## src/rtl/nr_frame_sequencer_if.sv

```systemverilog
// rtl/nr_frame_sequencer_if.sv - control, frame-buffer, filter and DPo signals of nr_frame_sequencer
interface nr_frame_sequencer_if;
  logic        start;
  logic        abort;
  logic [11:0] Hsize;
  logic [10:0] Vsize;
  logic        src_rd;
  logic [11:0] src_x;
  logic [10:0] src_y;
  logic        flt_mode;
  logic [23:0] flt_data;
  logic [26:0] DPo;
  logic        busy;
  logic        done;

  modport slave (
    input  start, abort, Hsize, Vsize, flt_data,
    output src_rd, src_x, src_y, flt_mode, DPo, busy, done
  );

  modport master (
    output start, abort, Hsize, Vsize, flt_data,
    input  src_rd, src_x, src_y, flt_mode, DPo, busy, done
  );
endinterface

```

## src/rtl/nr_frame_sequencer.sv

```systemverilog
// rtl/nr_frame_sequencer.sv - raster sequencer for average/median filter passes with DPo realignment
// Optional feature macro: NR_MEDIAN_PASS_EN (adds the median pass after VGAP).
module nr_frame_sequencer #(
  parameter int HBLANK   = 16,
  parameter int VBLANK   = 64,
  parameter int PIPE_LAT = 4
) (
  input logic                  clk,
  input logic                  rst_n,
  nr_frame_sequencer_if.slave  seq_if
);

`ifdef NR_MEDIAN_PASS_EN
  localparam bit TwoPass = 1'b1;
`else
  localparam bit TwoPass = 1'b0;
`endif

  localparam int MaxHv  = (HBLANK > VBLANK) ? HBLANK : VBLANK;
  localparam int MaxCnt = (MaxHv > PIPE_LAT + 1) ? MaxHv : PIPE_LAT + 1;
  localparam int CW     = $clog2(MaxCnt) + 1;
  localparam logic [CW-1:0] HgapLast  = CW'(HBLANK - 1);
  localparam logic [CW-1:0] DrainLast = CW'(PIPE_LAT);
  localparam logic [CW-1:0] VgapLast  = CW'(VBLANK - 1);

  typedef enum logic [2:0] {
    S_IDLE, S_LINE, S_HGAP, S_DRAIN, S_VGAP, S_DONE
  } state_t;

  state_t        state_q, state_d;
  logic [11:0]   hsize_q, hsize_d;
  logic [10:0]   vsize_q, vsize_d;
  logic [11:0]   x_q, x_d;
  logic [10:0]   y_q, y_d;
  logic [11:0]   hold_x_q;
  logic [10:0]   hold_y_q;
  logic [CW-1:0] cnt_q, cnt_d;
  logic          mode_q, mode_d;
  logic [PIPE_LAT-1:0] de_sr_q, de_sr_d;
  logic [PIPE_LAT-1:0] fp_sr_q, fp_sr_d;
  logic [26:0]   dpo_q, dpo_d;
  logic          rd;
  logic          tap_de;
  logic          tap_fp;
  logic          abort_hit;

  assign tap_de    = de_sr_q[PIPE_LAT-1];
  assign tap_fp    = fp_sr_q[PIPE_LAT-1];
  assign abort_hit = seq_if.abort && (state_q != S_IDLE);

  always_comb begin
    state_d = state_q;
    hsize_d = hsize_q;
    vsize_d = vsize_q;
    x_d     = x_q;
    y_d     = y_q;
    cnt_d   = cnt_q;
    mode_d  = mode_q;
    rd      = 1'b0;

    case (state_q)
      S_IDLE: begin
        if (seq_if.start && !seq_if.abort) begin
          if ((seq_if.Hsize != '0) && (seq_if.Vsize != '0)) begin
            hsize_d = seq_if.Hsize;
            vsize_d = seq_if.Vsize;
            x_d     = '0;
            y_d     = '0;
            mode_d  = 1'b0;
            state_d = S_LINE;
          end else begin
            state_d = S_DONE;
          end
        end
      end
      S_LINE: begin
        rd = 1'b1;
        if (x_q == hsize_q - 12'd1) begin
          x_d   = '0;
          cnt_d = '0;
          if (y_q == vsize_q - 11'd1) begin
            state_d = S_DRAIN;
          end else begin
            y_d     = y_q + 11'd1;
            state_d = S_HGAP;
          end
        end else begin
          x_d = x_q + 12'd1;
        end
      end
      S_HGAP: begin
        if (cnt_q == HgapLast) state_d = S_LINE;
        else                   cnt_d   = cnt_q + CW'(1);
      end
      S_DRAIN: begin
        // Held until the last read has crossed the filter and left DPo.
        if (cnt_q == DrainLast) begin
          cnt_d = '0;
          if (TwoPass && !mode_q) begin
            mode_d  = 1'b1;
            y_d     = '0;
            state_d = S_VGAP;
          end else begin
            state_d = S_DONE;
          end
        end else begin
          cnt_d = cnt_q + CW'(1);
        end
      end
      S_VGAP: begin
        if (cnt_q == VgapLast) state_d = S_LINE;
        else                   cnt_d   = cnt_q + CW'(1);
      end
      S_DONE: begin
        mode_d  = 1'b0;
        state_d = S_IDLE;
      end
      default: state_d = S_IDLE;
    endcase

    if (abort_hit) begin
      state_d = S_IDLE;
      mode_d  = 1'b0;
    end

    de_sr_d[0] = rd;
    fp_sr_d[0] = rd && (x_q == '0) && (y_q == '0);
    for (int i = 1; i < PIPE_LAT; i++) begin
      de_sr_d[i] = de_sr_q[i-1];
      fp_sr_d[i] = fp_sr_q[i-1];
    end

    dpo_d = {state_d == S_VGAP, tap_de && tap_fp, tap_de,
             tap_de ? seq_if.flt_data : 24'd0};

    if (abort_hit) begin
      de_sr_d = '0;
      fp_sr_d = '0;
      dpo_d   = '0;
    end
  end

  always_ff @(posedge clk or negedge rst_n) begin
    if (!rst_n) begin
      state_q  <= S_IDLE;
      hsize_q  <= '0;
      vsize_q  <= '0;
      x_q      <= '0;
      y_q      <= '0;
      hold_x_q <= '0;
      hold_y_q <= '0;
      cnt_q    <= '0;
      mode_q   <= 1'b0;
      de_sr_q  <= '0;
      fp_sr_q  <= '0;
      dpo_q    <= '0;
    end else begin
      state_q  <= state_d;
      hsize_q  <= hsize_d;
      vsize_q  <= vsize_d;
      x_q      <= x_d;
      y_q      <= y_d;
      hold_x_q <= seq_if.src_x;
      hold_y_q <= seq_if.src_y;
      cnt_q    <= cnt_d;
      mode_q   <= mode_d;
      de_sr_q  <= de_sr_d;
      fp_sr_q  <= fp_sr_d;
      dpo_q    <= dpo_d;
    end
  end

  // Read address is live only during LINE; otherwise the last issued address is held.
  assign seq_if.src_rd   = rd;
  assign seq_if.src_x    = rd ? x_q : hold_x_q;
  assign seq_if.src_y    = rd ? y_q : hold_y_q;
  assign seq_if.flt_mode = mode_q;
  assign seq_if.DPo      = dpo_q;
  assign seq_if.busy     = (state_q != S_IDLE);
  assign seq_if.done     = (state_q == S_DONE);

endmodule

```

## src/flat_wrapper.sv

```systemverilog
// flat-port wrapper written by rule: the top's interface ports become plain ports
module nr_frame_sequencer_flat 
#(
  parameter int HBLANK   = 16,
  parameter int VBLANK   = 64,
  parameter int PIPE_LAT = 4
)
  (clk, rst_n, seq_if_start, seq_if_abort, seq_if_Hsize, seq_if_Vsize, seq_if_flt_data, seq_if_src_rd, seq_if_src_x, seq_if_src_y, seq_if_flt_mode, seq_if_DPo, seq_if_busy, seq_if_done);
  nr_frame_sequencer_if seq_if_i ();
  input logic clk;
  input logic rst_n;
  input wire logic [$bits(seq_if_i.start)-1:0] seq_if_start;
  input wire logic [$bits(seq_if_i.abort)-1:0] seq_if_abort;
  input wire logic [$bits(seq_if_i.Hsize)-1:0] seq_if_Hsize;
  input wire logic [$bits(seq_if_i.Vsize)-1:0] seq_if_Vsize;
  input wire logic [$bits(seq_if_i.flt_data)-1:0] seq_if_flt_data;
  output wire logic [$bits(seq_if_i.src_rd)-1:0] seq_if_src_rd;
  output wire logic [$bits(seq_if_i.src_x)-1:0] seq_if_src_x;
  output wire logic [$bits(seq_if_i.src_y)-1:0] seq_if_src_y;
  output wire logic [$bits(seq_if_i.flt_mode)-1:0] seq_if_flt_mode;
  output wire logic [$bits(seq_if_i.DPo)-1:0] seq_if_DPo;
  output wire logic [$bits(seq_if_i.busy)-1:0] seq_if_busy;
  output wire logic [$bits(seq_if_i.done)-1:0] seq_if_done;
  assign seq_if_i.start = seq_if_start;
  assign seq_if_i.abort = seq_if_abort;
  assign seq_if_i.Hsize = seq_if_Hsize;
  assign seq_if_i.Vsize = seq_if_Vsize;
  assign seq_if_i.flt_data = seq_if_flt_data;
  assign seq_if_src_rd = seq_if_i.src_rd;
  assign seq_if_src_x = seq_if_i.src_x;
  assign seq_if_src_y = seq_if_i.src_y;
  assign seq_if_flt_mode = seq_if_i.flt_mode;
  assign seq_if_DPo = seq_if_i.DPo;
  assign seq_if_busy = seq_if_i.busy;
  assign seq_if_done = seq_if_i.done;
  nr_frame_sequencer #(.HBLANK(HBLANK), .VBLANK(VBLANK), .PIPE_LAT(PIPE_LAT)) u_core (.clk(clk), .rst_n(rst_n), .seq_if(seq_if_i));
endmodule
```

## config.mk

```make
export PLATFORM = sky130hd
export DESIGN_NAME = nr_frame_sequencer_flat
export DESIGN_NICKNAME = d
export VERILOG_FILES = /design/src/rtl/nr_frame_sequencer_if.sv /design/src/rtl/nr_frame_sequencer.sv /design/src/flat_wrapper.sv
export SDC_FILE = /design/constraint.sdc
export NUM_CORES = 1
export LEC_CHECK = 0
export BUFFER_PORTS_ARGS = -buffer_cell sky130_fd_sc_hd__buf_2
export CORE_ASPECT_RATIO = 0.8
export CORE_MARGIN = 4
export CORE_UTILIZATION = 40
export CTS_BUF_LIST = sky130_fd_sc_hd__clkbuf_8
export CTS_CLUSTER_SIZE = 30
export DETAILED_ROUTE_END_ITERATION = 7
export PLACE_DENSITY_LB_ADDON = 0.1
export SYNTH_ARGS = -nofsm -noshare
export SYNTH_HDL_FRONTEND = slang
export SYNTH_SLANG_ARGS = --single-unit
```

## constraint.sdc

```tcl
create_clock -name clk -period 6.6 [get_ports clk]
set_input_delay 1.65 -clock clk [delete_from_list [all_inputs] [get_ports clk]]
set_output_delay 1.65 -clock clk [all_outputs]
set_load 0.03 [all_outputs]
```

# Yosys cells after proc, flatten, opt, wreduce, memory -nomap -nowiden
# Cells that the tools add are included.
dict set report totals {
  reg_bits 115
  inputBits 51
  output_inout_bits 54
  elab_cells 91
}
dict set report classes {
  add_sub_neg 5
  n_eq_ne 19
  muxes 34
  reduce_logical 21
}
# operator n
set ops {}
lappend ops {{$mux W11} 5}
lappend ops {{$mux W12} 4}
lappend ops {{$mux W7} 4}
lappend ops {{$pmux W7 S4} 1}
lappend ops {{$mux W27} 1}
lappend ops {{$mux W24} 1}
lappend ops {{$pmux W12 S2} 1}
lappend ops {{$pmux W11 S2} 1}
lappend ops {{$mux W3} 7}
lappend ops {{$pmux W3 S5} 1}
lappend ops {{$add A12 B1 Y12 const B} 1}
lappend ops {{$eq A12 B12 Y1} 1}
lappend ops {{$logic_not A12 Y1} 1}
lappend ops {{$reduce_bool A12 Y1} 1}
lappend ops {{$sub A12 B1 Y12 const B} 1}
lappend ops {{$add A11 B1 Y11 const B} 1}
lappend ops {{$eq A11 B11 Y1} 1}
lappend ops {{$logic_not A11 Y1} 1}
lappend ops {{$reduce_bool A11 Y1} 1}
lappend ops {{$sub A11 B1 Y11 const B} 1}
lappend ops {{$eq A3 B3 Y1 const B} 3}
lappend ops {{$reduce_and A3 Y1} 3}
lappend ops {{$mux W4} 2}
lappend ops {{$add A7 B1 Y7 const B} 1}
lappend ops {{other kinds (18)} 34}

# Depth between registers and ports, before layout
# Gate-level depths: netlist (run 1).
dict set report logic_depth {
  word_depth 8
  mapped_depth 11
  ltp_nobuf 9
}

# Worst setup path after synthesis (run 1)
# No wires, ideal clock.
dict set report synth_path {
  path_type {register to output}
  startpoint {reg u_core.state_q[0]}
  endpoint {out seq_if_src_x[10]}
  t_arrival_ns 2.072
  t_required_ns 4.950
  path_slack_ns 2.878
  stages_incl_launch_ff 8
  n_path_buf 3
  path_cell_list {dfrtp_1 -> clkbuf_1 -> nand3_1 -> inv_1 -> clkbuf_1 -> clkbuf_1 -> nand2_1 -> nand2_1}
}
dict set report synth_via {
  elab_chain_len 3
}
# element line
set synth_lines {}
lappend synth_lines {{start: declaration} nr_frame_sequencer.sv:30} ;# state_t state_q, state_d;
lappend synth_lines {{start signal: assignment} nr_frame_sequencer.sv:158} ;# state_q <= state_d;
lappend synth_lines {{$eq A3 B1 Y1} nr_frame_sequencer.sv:61} ;# case (state_q)
lappend synth_lines {{$mux W1} nr_frame_sequencer.sv:61}
lappend synth_lines {{via seq_if_src_rd} flat_wrapper.sv:17} ;# output wire logic [$bits(seq_if_i.src_rd)-1:0] seq_if_src_rd;
lappend synth_lines {{$mux W12} nr_frame_sequencer.sv:175} ;# assign seq_if.src_x = rd ? x_q : hold_x_q;
lappend synth_lines {{end: declaration} flat_wrapper.sv:18} ;# output wire logic [$bits(seq_if_i.src_x)-1:0] seq_if_src_x;
# The timed path passes the listed nets, and every way through them passes these cells.

# Final worst setup path (run 1)
dict set report layout_path {
  startpoint {reg u_core.state_q[2]}
  endpoint {out seq_if_src_x[9]}
}
dict set report layout_via {
  elab_chain_len 3
}
# element line
set layout_lines {}
lappend layout_lines {{$eq A3 B1 Y1} nr_frame_sequencer.sv:61}
lappend layout_lines {{$mux W1} nr_frame_sequencer.sv:61}
lappend layout_lines {{$mux W12} nr_frame_sequencer.sv:175}
# Every way passes these cells.

==> results of run 1 <==
[worst max-delay path, cell delays in order (launching register included)]
cell and delay [ns]:
dfrtp_1 0.52, inv_1 0.16, nand3_1 0.10, inv_1 0.60, nand2_1 0.13, nand2_1 0.13
buf_2 0.20
[metrics by stage]
step / instance area [sq um] / setup slack [ns]
6_report: 6830 / 2.66
5_1_grt: 6830 / 2.42
4_1_cts: 6830 / 2.61
3_5_place_dp: 6430 / 2.52
3_3_place_gp: 6430 / 2.67
2_1_floorplan: 5830 / 2.88
[synthesized netlist by cell type, types with 4 or more instances]
library cell    n  area [sq um]
nand3_1        17          85.1
nand2b_1        8          50.1
ha_1            8           100
nand3b_1        4          30.0
and2_1          9          56.3
nor2b_1         6          37.5
or4_1           7          52.6
o31ai_1         7          52.6
a21oi_1        24           120
o21ai_0        19          95.1
nand2_1       151           567
and3_1         34           213
mux2i_1         5          50.1
buf_2           5          25.0
nor3_1         11          55.1
mux2_2          4          45.0
clkbuf_1       23          86.3
xor2_1         12           105
nand4_1         8          50.1
nor2_1         26          97.6
a31oi_1        11          68.8
nor4_1         13          81.3
inv_1          20          75.1
dfrtp_1       114          2850
xnor2_1        13           114
[registers in the layout (all words and copies together) (netlist names)]
| signal | flops |
|---|---|
| u_core.fp_sr_q | 4 |
| u_core.hold_y_q | 11 |
| u_core.state_q | 3 |
| u_core.de_sr_q | 4 |
| u_core.cnt_q | 7 |
| u_core.hold_x_q | 12 |
| u_core.hsize_q | 12 |
| u_core.seq_if.DPo | 27 |
| u_core.x_q | 12 |
| u_core.vsize_q | 11 |
| u_core.y_q | 11 |
[worst max path at each step]
stage,start,endpoint,slack (ns)
after floorplan,u_core.state_q[0]$_DFF_PN0_,seq_if_src_x[10],2.88
after global placement,seq_if_Vsize[1],u_core.x_q[7]$_DFFE_PN0P_,2.67
after detailed placement,seq_if_Vsize[1],u_core.x_q[5]$_DFFE_PN0P_,2.52
after CTS,u_core.state_q[2]$_DFF_PN0_,seq_if_src_y[3],2.61
after global routing,u_core.state_q[2]$_DFF_PN0_,seq_if_src_y[5],2.42
final,u_core.state_q[2]$_DFF_PN0_,seq_if_src_x[9],2.66
[layout make-up]
| class | instances | share of cell area |
|---|---|---|
| Sequential cell | 114 | 0.418 |
| Tap cell | 184 | 0.0337 |
| Clock inverter | 15 | 0.0236 |
| Clock buffer | 17 | 0.0343 |
| Multi-Input combinational cell | 454 | 0.399 |
| Timing Repair Buffer | 107 | 0.0803 |
| Inverter | 20 | 0.0110 |
[layer usage]
metal | share of wire | track usage | vias up
met5 | 0 | 0 | -
met4 | 0.0073 | 0.0519 | 0
met3 | 0.062 | 0.0503 | 7
met2 | 0.46 | 0.280 | 107
met1 | 0.47 | 0.255 | 2296
li1 | - | - | 2349
[cells by family (layout without fill, tap and decap cells)]
| family | count (synthesis) | after routing | share of synthesized area |
|---|---|---|---|
| buffers and inverters | 55 | 159 | 0.0442 |
| AO/OA/AOI/OAI | 95 | 95 | 0.119 |
| AND/OR/NAND/NOR | 315 | 315 | 0.273 |
| adder cells (fa/ha/maj) | 8 | 8 | 0.0172 |
| flip-flops | 114 | 114 | 0.489 |
| XOR/XNOR | 26 | 26 | 0.0414 |
| other | 1 | 1 | 0.000643 |
| multiplexers | 9 | 9 | 0.0163 |
[power groups by stage]
| stage | sequential (mW) | clock (mW) | combinational, mW |
|---|---|---|---|
| floorplan | 0.913 | 0 | 0.536 |
| global placement | 0.965 | 0 | 0.656 |
| detailed placement | 0.968 | 0 | 0.668 |
| CTS | 0.955 | 0.667 | 0.670 |
| global route | 0.976 | 0.702 | 0.749 |
| finish | 0.954 | 0.645 | 0.662 |
==> run_results.csv, run 1 <==
group,metric,value,unit
critical_path,reg2reg_depth,7,
critical_path,required,4.95,ns
floorplanning,die_w,143,microns
status,status,"complete, no violations",
grt,antenna_found_initial,0,
worst_hold_path,min_to,"u_core.fp_sr_q[3]$_DFF_PN0_",
critical_path,reg2reg_from,"u_core.hsize_q[3]$_DFFE_PN0P_",
cts,cts_root_buffer,"clkbuf_8",
cells_and_area,fill_cells,1367,
power_and_ir_drop,p_leak,3.45,nW
sta,fmax,254,MHz
power_and_ir_drop,p_seq_frac,0.422,
cts,clockBufferDepth,2,
cts,cts_tree,"yes",
grt,grt_max_degree,72,
critical_path,cp_max_fo,22,
drt,drtPass1Iterations,4,
drt,num_vias,4759,
cts,worstSkewPairLatency,0.43,ns
floorplanning,core_area,14300,sq um
run,maxCapViolCount,0,
sta,tightestPinTransition,0.907,ns
cells_and_area,post-route-util,0.478,
cts,cts.clk_slew.worst_paths,0.08,ns
placed_design,gp_congestion,0.783,
cts,cts-resized-gates,0,
cells_and_area,layout_commonest_cell,"nand2_1",
placed_design,portBuffers,103,
placed_design,dp_hpwl,10500,microns
critical_path,arrival,2.29,ns
grt,grtUsageTotal,0.182,
cts,htree_levels,4,
power_and_ir_drop,vdd.ir_drop.worst,230,uV
sta,hold_viol,0,
power_and_ir_drop,p_per_area,331,nW/um^2
cts,clock-sinks,114,
sta,whs,0.444,ns
critical_path,r2r_end,"u_core.y_q[3]$_DFFE_PN0P_",
floorplanning,ioPinCount,105,
critical_path,critPathKind,"reg -> out",
sta,finalSetupTns,0,ns
drt,drtIter0Drc,256,
power_and_ir_drop,fin_total_pwr,2.26,mW
yosys,synthesis.nets,682,
critical_path,start_kind,"flip-flop",
power_and_ir_drop,clockPowerShare,0.285,
power_and_ir_drop,switching_share,0.384,
sta,max_slew_margin,0.396,
grt,grt_pass1_vias,4801,
grt,grt_pass1_wl,24000,microns
drt,ant_nets,0,
yosys,synth_seq_cells,114,
placed_design,placed_cells,879,
worst_hold_path,hp-class,"reg -> reg",
floorplanning,dieHeight,116,microns
sta,finalSetupViolCount,0,
sta,finClkSkew,0.00946,ns
drt,drt_wl_total,14400,microns
yosys,syn-cell-area,5830,sq um
cells_and_area,final_cell_mix,"nand2_1, dfrtp_1, buf_2",
yosys,ys_types,69,
grt,grt_overflow,0,
drt,wl_per_cell,15.8,microns
yosys,syn_inst,623,
cells_and_area,areaGrowthSynthToFinish,17.0,%
yosys,synth_seq_area_share,0.489,
cts,cts_post_setup_buffers_inserted,0,
floorplanning,rows,39,
sta,period_needed,3.94,ns
floorplanning,die_area,16600,sq um
cells_and_area,fin_cells,911,
cells_and_area,seq_area,2850,sq um
cells_and_area,finalNetCount,773,
yosys,syn_area_per_cell,9.36,sq um
cells_and_area,n_antenna_cell,0,
critical_path,rrSetupSlack,3.52,ns
yosys,synth_edf_count,0,
cts,holdBufCountCts,0,
yosys,ys.flop_type,"dfrtp_1",
drt,via_per_inst,5.22,
critical_path,cp-end-kind,"primary output",
drt,route.detailed.drc,0,
cells_and_area,final_layout_size_suffix_gt1_frac,0.219,
power_and_ir_drop,p_int,1.39,mW
power_and_ir_drop,p_sw,869,uW
yosys,yosys_warnings,0,
worst_hold_path,min_from,"u_core.fp_sr_q[2]$_DFF_PN0_",
sta,report.final.slew_viol_count,0,
cells_and_area,multi_input_area,2730,sq um
power_and_ir_drop,power_frac_comb,0.293,
sta,rsz0062_at_grt,"false",
floorplanning,start_util,0.408,
sta,period_share,0.596,
worst_hold_path,min_path_cells,1,
yosys,synthArstFlopShare,1.00,
cts,numCtsBuffers,17,
Power figures use the tool's default switching activity.
==> inputs of run 2 (changes only) <==
- ABC_AREA: default -> 1
- clock period: 6.6 -> 3.45 ns (I/O delays scaled with it)
==> run_results.csv, run 2 <==
group,metric,value,unit
critical_path,timing.critical_path.mode_cell,"inv_1",
yosys,ys_types,38,
grt,grt_max_degree,57,
yosys,synthArstFlopShare,1.00,
sta,hold_viol,0,
cells_and_area,layout_commonest_cell,"nand2_1",
yosys,yosys.area.top_type,"dfrtp_1",
cells_and_area,final_layout_size_suffix_gt1_frac,0.192,
yosys,yosys_warnings,0,
floorplanning,die_area,17200,sq um
placed_design,gp_congestion,0.864,
grt,antenna_found_initial,0,
drt,drt_wl_total,15400,microns
placed_design,portBuffers,103,
floorplanning,core_area,14500,sq um
yosys,yosysMostFrequentCell,"nand2_1",
critical_path,cp-end-kind,"primary output",
sta,rsz0062_at_grt,"false",
sta,period_share,0.841,
floorplanning,die_w,145,microns
grt,grt_pass1_vias,5083,
critical_path,required,2.59,ns
cts,worstSkewPairLatency,0.44,ns
critical_path,crit_slowest_cell,"dfrtp_1",
sta,period_needed,2.90,ns
power_and_ir_drop,vdd.ir_drop.worst,441,uV
power_and_ir_drop,power_frac_comb,0.439,
floorplanning,ioPinCount,105,
power_and_ir_drop,switching_share,0.453,
critical_path,arrival,2.04,ns
cts,cts.clk_slew.worst_paths,0.06,ns
drt,num_vias,5239,
sta,fmax,345,MHz
critical_path,path_buf_inv,4,
sta,setup_ws,0.547,ns
cts,cts_post_setup_buffers_inserted,0,
yosys,yosys.area.top_type_share,0.472,
worst_hold_path,hp-class,"in -> async",
sta,finalSetupTns,0,ns
yosys,syn_inst,766,
yosys,ys.flop_type,"dfrtp_1",
cts,cts-resized-gates,0,
cells_and_area,areaGrowthSynthToFinish,17.8,%
power_and_ir_drop,p_int,3.13,mW
critical_path,critPathKind,"reg -> out",
critical_path,path_cells,"inv_1, nor3_4, inv_1, buf_4, nand2_1, o21ai_0, buf_2",
yosys,ys_top_cells_by_count,"nand2_1, dfrtp_1, inv_1, nor2_1, o21ai_0",
drt,route.detailed.drc,0,
run,maxCapViolCount,0,
drt,drtPass1Iterations,5,
power_and_ir_drop,clockPowerShare,0.214,
power_and_ir_drop,p_per_area,803,nW/um^2
sta,tightestPinTransition,0.861,ns
yosys,synth_seq_area_share,0.472,
cts,numCtsBuffers,17,
cells_and_area,largest_reg_flops,27,
grt,grt_overflow,0,
critical_path,critical_path.top_delay_family,"buffers and inverters",
yosys,synthesis.nets,825,
cts,htree_levels,4,
drt,wl_per_cell,14.5,microns
power_and_ir_drop,p_sw,2.59,mW
drt,drtIter0Drc,413,
cts,cts_root_buffer,"clkbuf_8",
yosys,yosys-top-cells-area,"dfrtp_1, nand2_1, inv_1",
floorplanning,dieHeight,118,microns
grt,grtUsageTotal,0.186,
yosys,synth_edf_count,0,
yosys,synth_seq_cells,114,
cells_and_area,n_antenna_cell,0,
grt,grt_pass1_wl,25800,microns
power_and_ir_drop,p_seq_frac,0.347,
cts,cts_tree,"yes",
critical_path,cp_max_fo,55,
critical_path,start_kind,"flip-flop",
sta,finClkSkew,0.00880,ns
cts,clock-sinks,114,
cts,clockBufferDepth,2,
sta,finalSetupViolCount,0,
cells_and_area,final_cell_mix,"nand2_1, dfrtp_1, buf_2",
placed_design,pre_cts_slack,0.691,ns
drt,via_per_inst,4.92,
yosys,syn-cell-area,6040,sq um
floorplanning,start_util,0.416,
drt,ant_nets,0,
cts,holdBufCountCts,0,
status,status,"complete, no violations",
power_and_ir_drop,p_leak,3.67,nW
sta,report.final.slew_viol_count,0,
sta,max_slew_margin,0.422,
floorplanning,rows,39,
critical_path,slowest_delay,0.41,ns
placed_design,dp_hpwl,11500,microns
cells_and_area,finalNetCount,928,
yosys,syn_area_per_cell,7.89,sq um
run 2: kinds of logic after synthesis:
group / Yosys count / synth area share
AOI/OAI and AO/OA: 66 / 0.0615
xor gates and xnor gates: 39 / 0.0565
adders and majority gates: 8 / 0.0166
buffers and inverters: 111 / 0.0743
DFF: 114 / 0.472
other: 1 / 0.000620
and+or+nand+nor: 427 / 0.319
run 2: stage by stage:
| stage | area, sq um | power (mW) | utilization | instances | hold slack (ns) |
|---|---|---|---|---|---|
| after floorplan | 6040 | 3.87 | - | 766 | 0.448 |
| after global placement | 6730 | 4.47 | 0.463 | 1034 | 0.449 |
| after detailed placement | 6730 | 4.52 | 0.463 | 1034 | 0.456 |
| after CTS | 7120 | 5.78 | 0.490 | 1065 | 0.351 |
| after global routing | 7120 | 6.20 | 0.490 | 1065 | 0.376 |
| final | 7120 | 5.72 | 0.490 | 1065 | 0.365 |
run 2: layer usage:
metal  vias up  part of all wire  track usage
met4         0            0.0090       0.0492
met2       161              0.40        0.254
met5         -                 0            0
li1       2642                 -            -
met3        13             0.061       0.0535
met1      2423              0.53        0.285
run 2: final cells by class:
cell class	instances	area (sq um)
Fill cell	1470	7420
Multi-Input combinational cell	541	2750
Timing Repair Buffer	110	583
Clock buffer	20	275
Inverter	85	319
Tap cell	184	230
Sequential cell	114	2850
Clock inverter	11	114
run 2: worst reg2reg max path: stages, from the launching register on:
cell     delay [ns]
dfrtp_1        0.39
inv_1          0.10
ha_1           0.21
nand3_1        0.18
nor2_1         0.21
nand2_1        0.09
nand3_1        0.09
nand2_1        0.05
nor2_1         0.14
nand3_1        0.47
nand3_2        0.42
nand2_1        0.10
nand2_1        0.07
run 2: path summary, 6_finish.rpt:
path	start	endpoint	slack, ns	cells past startpoint
setup / recovery	u_core.state_q[0]$_DFF_PN0_	seq_if_src_x[1]	0.55	7
hold / removal	rst_n	u_core.hold_x_q[11]$_DFF_PN0_	0.37	1
setup reg to reg	u_core.vsize_q[0]$_DFFE_PN0P_	u_core.y_q[6]$_DFFE_PN0P_	0.87	12
hold reg to reg	u_core.hold_x_q[9]$_DFF_PN0_	u_core.hold_x_q[9]$_DFF_PN0_	0.46	2
max in group asynchronous	rst_n	u_core.y_q[6]$_DFFE_PN0P_	2.37	2
min in group clk	u_core.hold_x_q[9]$_DFF_PN0_	u_core.hold_x_q[9]$_DFF_PN0_	0.46	2
run 2: power groups by stage:
stage / Sequential, mW / Clock [mW] / Combinational (mW)
after floorplan: 1.95 / 0 / 1.91
after global placement: 1.99 / 0 / 2.48
after detailed placement: 2.00 / 0 / 2.52
after CTS: 1.98 / 1.27 / 2.53
after global routing: 2.03 / 1.33 / 2.84
final: 1.98 / 1.22 / 2.51
==> inputs of run 3 (changes only) <==
- clock period: 3.45 -> 2.5 ns (I/O delays scaled with it)
==> run_results.csv, run 3 (synthesized netlist as in run 2, its figures left out) <==
group,metric,value,unit
critical_path,cp-end-kind,"primary output",
cts,holdBufCountCts,0,
power_and_ir_drop,p_per_area,1120,nW/um^2
critical_path,path_buf_inv,3,
cells_and_area,areaGrowthSynthToFinish,21.4,%
sta,period_share,0.986,
placed_design,portBuffers,103,
sta,max_slew_margin,0.507,
sta,period_needed,2.46,ns
critical_path,path_cells,"nor3_4, inv_2, clkbuf_16, o21ai_1, buf_4",
cts,clock-sinks,114,
sta,finalSetupViolCount,0,
sta,report.final.slew_viol_count,0,
sta,hold_viol,0,
cells_and_area,final_cell_mix,"nand2_1, dfrtp_1, inv_1",
grt,grtUsageTotal,0.184,
critical_path,crit_slowest_cell,"dfrtp_2",
drt,ant_nets,0,
cells_and_area,fin_cells,1074,
floorplanning,dieHeight,118,microns
cts,clockBufferDepth,2,
grt,grt_pass1_wl,25400,microns
critical_path,slowest_delay,0.45,ns
cells_and_area,final_layout_size_suffix_gt1_frac,0.209,
cts,cts_root_buffer,"clkbuf_8",
drt,drtPass1Iterations,4,
sta,fmax,406,MHz
critical_path,critPathKind,"reg -> out",
drt,wl_per_cell,14.5,microns
cts,numCtsBuffers,17,
critical_path,start_kind,"flip-flop",
power_and_ir_drop,vdd.ir_drop.worst,506,uV
grt,grt_overflow,0,
drt,drtIter0Drc,364,
critical_path,critical_path.top_delay_family,"buffers and inverters",
worst_hold_path,hp-class,"in -> async",
cts,htree_levels,4,
drt,via_per_inst,4.95,
floorplanning,rows,39,
floorplanning,die_area,17200,sq um
drt,num_vias,5312,
drt,route.detailed.drc,0,
run,maxCapViolCount,0,
critical_path,arrival,1.84,ns
critical_path,required,1.88,ns
floorplanning,core_area,14500,sq um
cells_and_area,fill_cells,1424,
grt,antenna_found_initial,0,
grt,grt_pass1_vias,4880,
cells_and_area,n_antenna_cell,0,
sta,finClkSkew,0.0102,ns
cts,cts_tree,"yes",
cells_and_area,layout_commonest_cell,"nand2_1",
sta,rsz0062_at_grt,"true",
critical_path,cp_max_fo,27,
cts,worstSkewPairLatency,0.43,ns
floorplanning,ioPinCount,105,
floorplanning,start_util,0.416,
drt,drt_wl_total,15500,microns
cts,cts_post_setup_buffers_inserted,0,
floorplanning,die_w,145,microns
sta,tightestPinTransition,0.740,ns
cts,cts.clk_slew.worst_paths,0.07,ns
cells_and_area,largest_reg_flops,27,
power_and_ir_drop,fin_total_pwr,8.23,mW
power_and_ir_drop,p_leak,3.74,nW
placed_design,dp_hpwl,11600,microns
placed_design,gp_congestion,0.873,
grt,grt_max_degree,56,
placed_design,placed_cells,1042,
status,status,"complete, no violations",
sta,finalSetupTns,0,ns
cells_and_area,finalNetCount,937,
run 3: cell types whose count changed in the layout (fill, tap and decap cells not counted), moves of 2 or more:
| cell | change |
|---|---|
| buf_2 | -22 |
| buf_4 | +24 |
| buf_6 | +4 |
| dfrtp_1 | -2 |
| dfrtp_2 | +2 |
| o21ai_0 | -22 |
| o21ai_1 | +16 |
| o21ai_2 | +6 |
run 3: per-layer routing:
metal  global-route usage  vias up  share of wire
li1                     -     2662              -
met1                0.285     2487           0.53
met2                0.245      152           0.40
met3               0.0477       11          0.062
met4               0.0605        0          0.010
met5                    0        -              0
run 3: power by group:
group	total (mW)	internal, mW	leakage (nW)	switching [mW]
registers	2.74	2.29	1.53	0.448
clock network	1.77	1.02	0.207	0.751
logic	3.72	1.26	2.00	2.47
run 3: final timing paths:
check	startpoint	endpoint	slack, ns	cells after the start
worst max-delay path	u_core.state_q[2]$_DFF_PN0_	seq_if_src_y[6]	0.04	5
worst min-delay path	rst_n	u_core.hold_x_q[6]$_DFF_PN0_	0.18	1
worst max register to register	u_core.hsize_q[0]$_DFFE_PN0P_	u_core.cnt_q[0]$_DFFE_PN0P_	0.29	13
worst min register to register	u_core.de_sr_q[2]$_DFF_PN0_	u_core.de_sr_q[3]$_DFF_PN0_	0.47	2
max in group asynchronous	rst_n	u_core.state_q[1]$_DFF_PN0_	1.60	2
min in group clk	seq_if_abort	u_core.de_sr_q[0]$_DFF_PN0_	0.38	2
run 3: area by class of cell:
cell class	instances	area, sq um	area share
clock buffer	19	262	0.0356
inverter	85	319	0.0435
tap	184	230	0.0314
multi-input combinational	541	2780	0.379
timing repair buffer	119	751	0.102
sequential	114	2860	0.389
clock inverter	12	143	0.0194
run 3: worst reg2reg max path, cell delays in order (launching register included):
cell and delay (ns):
dfrtp_1 0.38, inv_1 0.14, ha_1 0.20, nand2_2 0.12, nor2_4 0.17, nand3_1 0.10
nand3_1 0.11, nand2_1 0.10, nor2_2 0.16, nand3_4 0.12, nand2_8 0.16, nand2_4 0.17
nand2_1 0.12, o21ai_2 0.05
run 3: metrics by stage:
stage / area (sq um) / setup WS [ns] / hold slack, ns / utilization
6_report: 7340 / 0.0358 / 0.180 / 0.505
5_1_grt: 7340 / -0.0656 / 0.185 / 0.505
3_5_place_dp: 6800 / 0.112 / 0.457 / 0.468
2_1_floorplan: 6040 / -0.106 / 0.329 / -
3_3_place_gp: 6800 / 0.167 / 0.445 / 0.468
4_1_cts: 7250 / -0.0140 / 0.178 / 0.499
run 3: repair_timing:
item / CTS / global route
setup endpoints to repair: 17 / 38
gates resized for setup: 26 / 31
gates cloned: 0 / 1
